[src/rtl/hsi_mse_comp.sv]
// Running min/max tracker for MSE results in the HSI spectral-identification path.
// Holds the smallest and largest unsigned MSE words seen since the last reset or clear.
module hsi_mse_comp #(
    parameter int WORD_WIDTH = 32
) (
    input  logic                  clk,
    input  logic                  rst_n,
    input  logic                  clear,
    input  logic                  mse_in_valid,
    input  logic [WORD_WIDTH-1:0] mse_in,
    output logic                  mse_out_valid,
    output logic [WORD_WIDTH-1:0] mse_out_min,
    output logic [WORD_WIDTH-1:0] mse_out_max
);

    // rst_n is active-high despite its name; min starts at all ones so the first sample always wins.
    always_ff @(posedge clk) begin
        if (rst_n) begin
            mse_out_valid <= 1'b0;
            mse_out_min   <= '1;
            mse_out_max   <= '0;
        end else if (clear) begin
            mse_out_valid <= 1'b0;
            mse_out_min   <= '1;
            mse_out_max   <= '0;
        end else if (mse_in_valid) begin
            mse_out_valid <= 1'b1;
            if (mse_in <= mse_out_min) begin
                mse_out_min <= mse_in;
            end
            if (mse_in >= mse_out_max) begin
                mse_out_max <= mse_in;
            end
        end else begin
            mse_out_valid <= 1'b0;
        end
    end

endmodule

[config.mk]
export PLATFORM = sky130hd
export DESIGN_NAME = hsi_mse_comp
export DESIGN_NICKNAME = d
export VERILOG_FILES = /design/src/rtl/hsi_mse_comp.sv
export SDC_FILE = /design/constraint.sdc
export NUM_CORES = 1
export LEC_CHECK = 0
export CORE_MARGIN = 2
export CORE_UTILIZATION = 55
export DETAILED_ROUTE_END_ITERATION = 16
export PLACE_DENSITY = 0.87
export SLEW_MARGIN = 20
export SYNTH_ARGS = -nofsm -noshare
export SYNTH_HDL_FRONTEND = slang
export SYNTH_SLANG_ARGS = --single-unit
[constraint.sdc]
create_clock -name clk -period 6.4 [get_ports clk]
set_input_delay 1.28 -clock clk [delete_from_list [all_inputs] [get_ports clk]]
set_output_delay 1.28 -clock clk [all_outputs]
set_load 0.02 [all_outputs]
==> out/qor.csv, run 1 <==
metric,value,unit
whs_path_depth,2,
cts_sinks,65,
start_util,56.1,%
avgViaCountPerCell,6.08,
critPathMaxStageDelay,810,ps
grt_pass1_vias,4268,
grt_pass1_wl,20.3,mm
synth-edff-count,0,
dp_slack,1950,ps
min_from,mse_out_max[29]$_SDFFE_PP0P_,
antenna_found_initial,0,
peakVddDrop,0.108,mV
required,6660,ps
hold_class,reg2reg,
outcome,finished clean,
synth_warnings,0,
grt_remaining_overflow,0,
clock_latency,340,ps
io_buffers,100,
htree_levels,3,
core_area,7650,um2
final-instance-count-excl-fill,713,
synth_cell_types,43,
grt_use_total,29.5,%
worstRegToRegCells,8,
end_kind,flip-flop,
routed_wl,12.3,mm
synth_area_leader_cell,dfxtp_1,
dp_hpwl,8.80,mm
cts_buffer_depth,2,
leakage,2.30,nW
async_flop_share,0,%
setup_tns,0,ps
gp_congestion,0.870,
ant_nets,0,
synth_nets,623,
syn2layout_area_growth,27.4,%
reg2reg_slack,3670,ps
hold_viol_final,0,
die_h,92.3,um
crit_fanout,32,
fin_skew,10.7,ps
n_antenna_cell,0,
period_share,59.4,%
rows,32,
postCtsSetupBuffers,0,
fin_nets,707,
cts_inserted_buffers,9,
yosysMostFrequentCell,nand3_1,
cp.arrival,4070,ps
seq_area_frac_synth,30.4,%
hold_buffers,0,
dieArea,8520,um2
utilization,71.4,%
power_density,187,nW/um2
period_needed,3800,ps
worstReg2RegEnd,mse_out_max[27]$_SDFFE_PP0P_,
setup_viol,0,
rsz0062_at_grt,false,
critPathLaunchType,input pin,
path_buf_inv,1,
slew_violations,0,
synth_area,4290,um2
syn-instance-count,523,
path_cells,clkdlybuf4s50_1 -> ha_1 -> and4_1 -> nand3_1 -> a221o_1 -> a31oi_4 -> o21ai_1 -> a21oi_2,
synthTopCellsByArea,"dfxtp_1, ha_1, nand3_1, o21ai_1, inv_1",
fmax,263,MHz
syn_avg_cell_area,8.20,um2
ys_ff_latch,65,
worst_path_max_delay_cell,a31oi_4,
drive_gt1_share,9.98,%
drt_first_pass_iters,4,
worst_slew_pin_slew,969,ps
drc,0,
fin_ws,2600,ps
cts_resized,0,
synth_top_area_share,30.4,%
vias,4338,
ioPinCount,101,
dp_cells,698,
root_buffer,clkbuf_8,
critical-path-top-delay-family,compound AO/OA/AOI/OAI gates,
die_w,92.3,um
drv_cap,0,
r2r_start,mse_out_max[30]$_SDFFE_PP0P_,
worstSetupPathType,in2reg,
wire_per_inst,17.2,um
relSlewSlack,35.4,%
path_clk_slew,80,ps
drt_iter0_drc,237,
hold_end,mse_out_max[29]$_SDFFE_PP0P_,
synth_common_cells,"nand3_1, inv_1, dfxtp_1, ha_1, o21ai_1",
cts_tree,built,
grt_max_degree,34,
synth_ff_type,dfxtp_1,
==> stage by stage <==
step           hold slack [ps]  total power, mW  area [um2]
2_1_floorplan              555            0.584        4290
3_3_place_gp               469            0.672        5270
3_5_place_dp               475            0.682        5280
4_1_cts                    489             1.02        5460
5_1_grt                    503             1.06        5460
6_report                   488             1.02        5460
==> cell type report <==
cell class	instances	area (um2)
clock buffer	9	124
inverter	67	251
fill	605	2190
timing repair buffer	104	1030
sequential	65	1300
clock inverter	6	60.1
multi-input combinational	360	2570
tap	102	128
==> routing by layer <==
layer	track usage (%)	up-vias	routed length [um]
met3	3.62	26	707
met4	11.7	0	250
met1	37.0	2093	5200
met5	0	-	0
li1	-	2037	-
met2	51.3	182	6110
==> where the power goes <==
part	switching (mW)	internal [mW]	leakage, nW
Sequential	0.0150	0.421	0.531
Combinational	0.138	0.105	1.67
Clock	0.165	0.176	0.0909
==> worst reg2reg max path, cell delays in order (launching register included) <==
cell	delay [ps]
dfxtp_1	360
inv_1	50
ha_1	300
and4_1	220
nand4_1	200
nand3b_1	300
a31oi_4	800
o21ai_1	240
a21oi_2	180
==> worst max-delay path by stage <==
stage                    start                            to  slack (ps)  depth (start not counted)
floorplan           mse_in[11]   mse_out_min[1]$_SDFFE_PP1P_        3460                          8
global placement    mse_in[17]  mse_out_max[10]$_SDFFE_PP0P_        2070                          8
detailed placement  mse_in[17]  mse_out_max[18]$_SDFFE_PP0P_        1950                          8
CTS                 mse_in[17]  mse_out_max[10]$_SDFFE_PP0P_        2280                          8
global route        mse_in[29]  mse_out_min[31]$_SDFFE_PP1P_        2430                          9
finish              mse_in[15]  mse_out_max[27]$_SDFFE_PP0P_        2600                          8
==> placed cells by master (no fill, tap or decap), types with 3 or more instances in the layout <==
cell type        instances
dfxtp_1                 65
nand3_1                102
a21oi_1                 34
nor3_1                   3
o21ai_0                 13
clkdlybuf4s50_1        100
buf_4                    4
and4_1                   5
o21ai_1                 51
a211oi_1                 3
ha_1                    64
nor2_1                   6
clkbuf_8                 9
a21oi_2                 18
clkinv_2                 3
nand2_1                 14
o21ai_2                 11
nand4_1                  7
inv_1                   67
==> cell families after synthesis <==
| family | share of synthesized area [%] |
|---|---|
| flip-flops | 30.4 |
| adder cells (fa/ha/maj) | 18.7 |
| AND/OR/NAND/NOR | 18.0 |
| buffers and inverters | 10.1 |
| AO/OA/AOI/OAI | 22.9 |
==> sequential cells by signal (all words and copies together), names as in the netlist <==
| name | cells |
|---|---|
| mse_out_min | 32 |
| mse_out_valid | 1 |
| mse_out_max | 32 |
(Power assumes the default switching activity.)
==> run 2, diff against run 1 <==
Settings changed: CORE_UTILIZATION 55 to 51, PLACE_DENSITY 0.87 to 0.81.
Clock period 6.4 ns to 3.8 ns, I/O delays scaled along.
==> out/qor.csv, run 2 (synthesis results as in run 1) <==
metric,value,unit,change
outcome,finished clean,,
grt_remaining_overflow,0,,unchanged
grt_pass1_wl,19.8,mm,-2.7%
cts_inserted_buffers,9,,unchanged
path_cells,clkdlybuf4s50_1 -> ha_1 -> a21oi_1 -> o21ai_1 -> a221o_1 -> o31ai_4 -> buf_4 -> nand3_1 -> nand3_1,,
core_area,8180,um2,+6.9%
syn2layout_area_growth,30.7,%,
reg2reg_slack,1010,ps,-2660 ps
cts_buffer_depth,2,,unchanged
slew_violations,0,,unchanged
gp_congestion,0.879,,+0.97%
fmax,304,MHz,
grt_pass1_vias,4130,,-3.2%
crit_top_cell,nand3_1,,
cts_resized,0,,unchanged
cp-startpoint,mse_in[9],,
avgViaCountPerCell,5.95,,-2.2%
die_w,95.7,um,+3.7%
htree_levels,3,,unchanged
fin_skew,9.54,ps,-1.20 ps
grt_use_total,27.9,%,-1.5 points
critPathMaxStageDelay,770,ps,-40 ps
hold_viol_final,0,,unchanged
die_h,95.7,um,+3.7%
r2r_start,mse_out_min[9]$_SDFFE_PP1P_,,
period_needed,3290,ps,
n_antenna_cell,0,,unchanged
path_buf_inv,2,,+1
wire_per_inst,17.2,um,-0.18%
dp_hpwl,9.11,mm,+3.4%
ioPinCount,101,,unchanged
postCtsSetupBuffers,0,,unchanged
clock_latency,350,ps,about the same
drt_iter0_drc,285,,+20%
worstRegToRegCells,9,,+1
worstSetupPathType,in2reg,,
hold_class,reg2reg,,
power_density,327,nW/um2,+75%
setup_tns,0,ps,unchanged
routed_wl,12.5,mm,+1.8%
period_share,86.6,%,
reg_top3,"mse_out_max: 32 flops, mse_out_min: 32 flops, mse_out_valid: 1 flops",,
dieArea,9150,um2,+7.5%
setup_viol,0,,unchanged
utilization,68.5,%,-2.9 points
critPathLaunchType,input pin,,
leakage,2.37,nW,+3.2%
worstReg2RegEnd,mse_out_min[23]$_SDFFE_PP1P_,,
rsz0062_at_grt,false,,
nFillCells,650,,+7.4%
peakVddDrop,0.169,mV,+56%
critical-path-top-delay-family,compound AO/OA/AOI/OAI gates,,
cp.depth,9,,+1
cts_tree,built,,
drive_gt1_share,11.4,%,+1.4 points
drv_cap,0,,unchanged
drt_first_pass_iters,5,,+1
endpoint,mse_out_min[23]$_SDFFE_PP1P_,,
path_clk_slew,80,ps,about the same
end_kind,flip-flop,,
fin_nets,717,,+1.4%
crit_fanout,21,,-34%
drc,0,,unchanged
final_common_cell,nand3_1,,
rows,33,,+3.1%
root_buffer,clkbuf_8,,
vias,4326,,-0.28%
antenna_found_initial,0,,unchanged
start_util,52.4,%,-3.6 points
worst_path_max_delay_cell,o31ai_4,,
worst_slew_pin_slew,941,ps,-27.8 ps
required,4090,ps,-2570 ps
relSlewSlack,37.2,%,+1.9 points
ant_nets,0,,unchanged
io_buffers,100,,unchanged
cp.arrival,3580,ps,-490 ps
cts_sinks,65,,unchanged
final_cell_mix,"nand3_1, clkdlybuf4s50_1, inv_1, dfxtp_1, ha_1",,
grt_max_degree,34,,unchanged
hold_buffers,0,,unchanged
-- run 2: area by class of cell --
| cell class | count | area [um2] | share of cell area (%) |
|---|---|---|---|
| timing repair buffer | 114 | 1130 | 20.2 |
| tap | 105 | 131 | 2.34 |
| clock inverter | 6 | 91.3 | 1.63 |
| multi-input combinational | 360 | 2560 | 45.7 |
| inverter | 67 | 251 | 4.49 |
| clock buffer | 10 | 138 | 2.46 |
| sequential | 65 | 1300 | 23.2 |
-- run 2: how the worst min path moves through the flow --
stage	startpoint	end	slack (ps)	cells after the start
2_1_floorplan	mse_out_max[31]$_SDFFE_PP0P_	mse_out_max[31]$_SDFFE_PP0P_	550	2
3_3_place_gp	mse_out_max[17]$_SDFFE_PP0P_	mse_out_max[17]$_SDFFE_PP0P_	470	2
3_5_place_dp	mse_out_max[14]$_SDFFE_PP0P_	mse_out_max[14]$_SDFFE_PP0P_	470	2
4_1_cts	mse_out_max[14]$_SDFFE_PP0P_	mse_out_max[14]$_SDFFE_PP0P_	490	2
5_1_grt	mse_out_max[14]$_SDFFE_PP0P_	mse_out_max[14]$_SDFFE_PP0P_	510	2
6_report	mse_out_max[14]$_SDFFE_PP0P_	mse_out_max[14]$_SDFFE_PP0P_	490	2
-- run 2: worst reg2reg max path, cell delays in order, from the launching register on --
cell     delay, ps
dfxtp_1        390
inv_1           70
ha_1           290
a21oi_1        150
o21ai_1         90
a221o_1        400
o31ai_4        770
buf_4          340
nand3_1        120
nand3_1        110
-- run 2: per-stage QoR --
stage	area [um2]	instances	setup slack, ps	total power, mW	hold WS, ps
2_1_floorplan	4290	523	1380	0.983	555
3_3_place_gp	5380	711	313	1.14	471
4_1_cts	5600	727	580	1.83	488
3_5_place_dp	5380	711	269	1.16	474
6_report	5600	727	509	1.83	489
5_1_grt	5600	727	411	1.91	511
-- run 2: report_power, final --
part | switching, mW | total, mW | internal, mW
Clock | 0.289 | 0.677 | 0.388
Sequential | 0.0244 | 0.733 | 0.709
Combinational | 0.236 | 0.421 | 0.185
-- run 2: per-layer routing --
| layer | up-vias | share of wire [%] | track usage [%] |
|---|---|---|---|
| met2 | 200 | 48 | 46.2 |
| met4 | 0 | 2.1 | 13.1 |
| met3 | 24 | 7.6 | 4.03 |
| li1 | 2059 | - | - |
| met1 | 2043 | 42 | 35.8 |
| met5 | - | 0 | 0 |
==> run 3, diff against run 2 <==
Settings changed: SLEW_MARGIN 20 to not set.
==> results of run 3 <==
No change in the layout: final DEF, timing and power equal those of run 2.
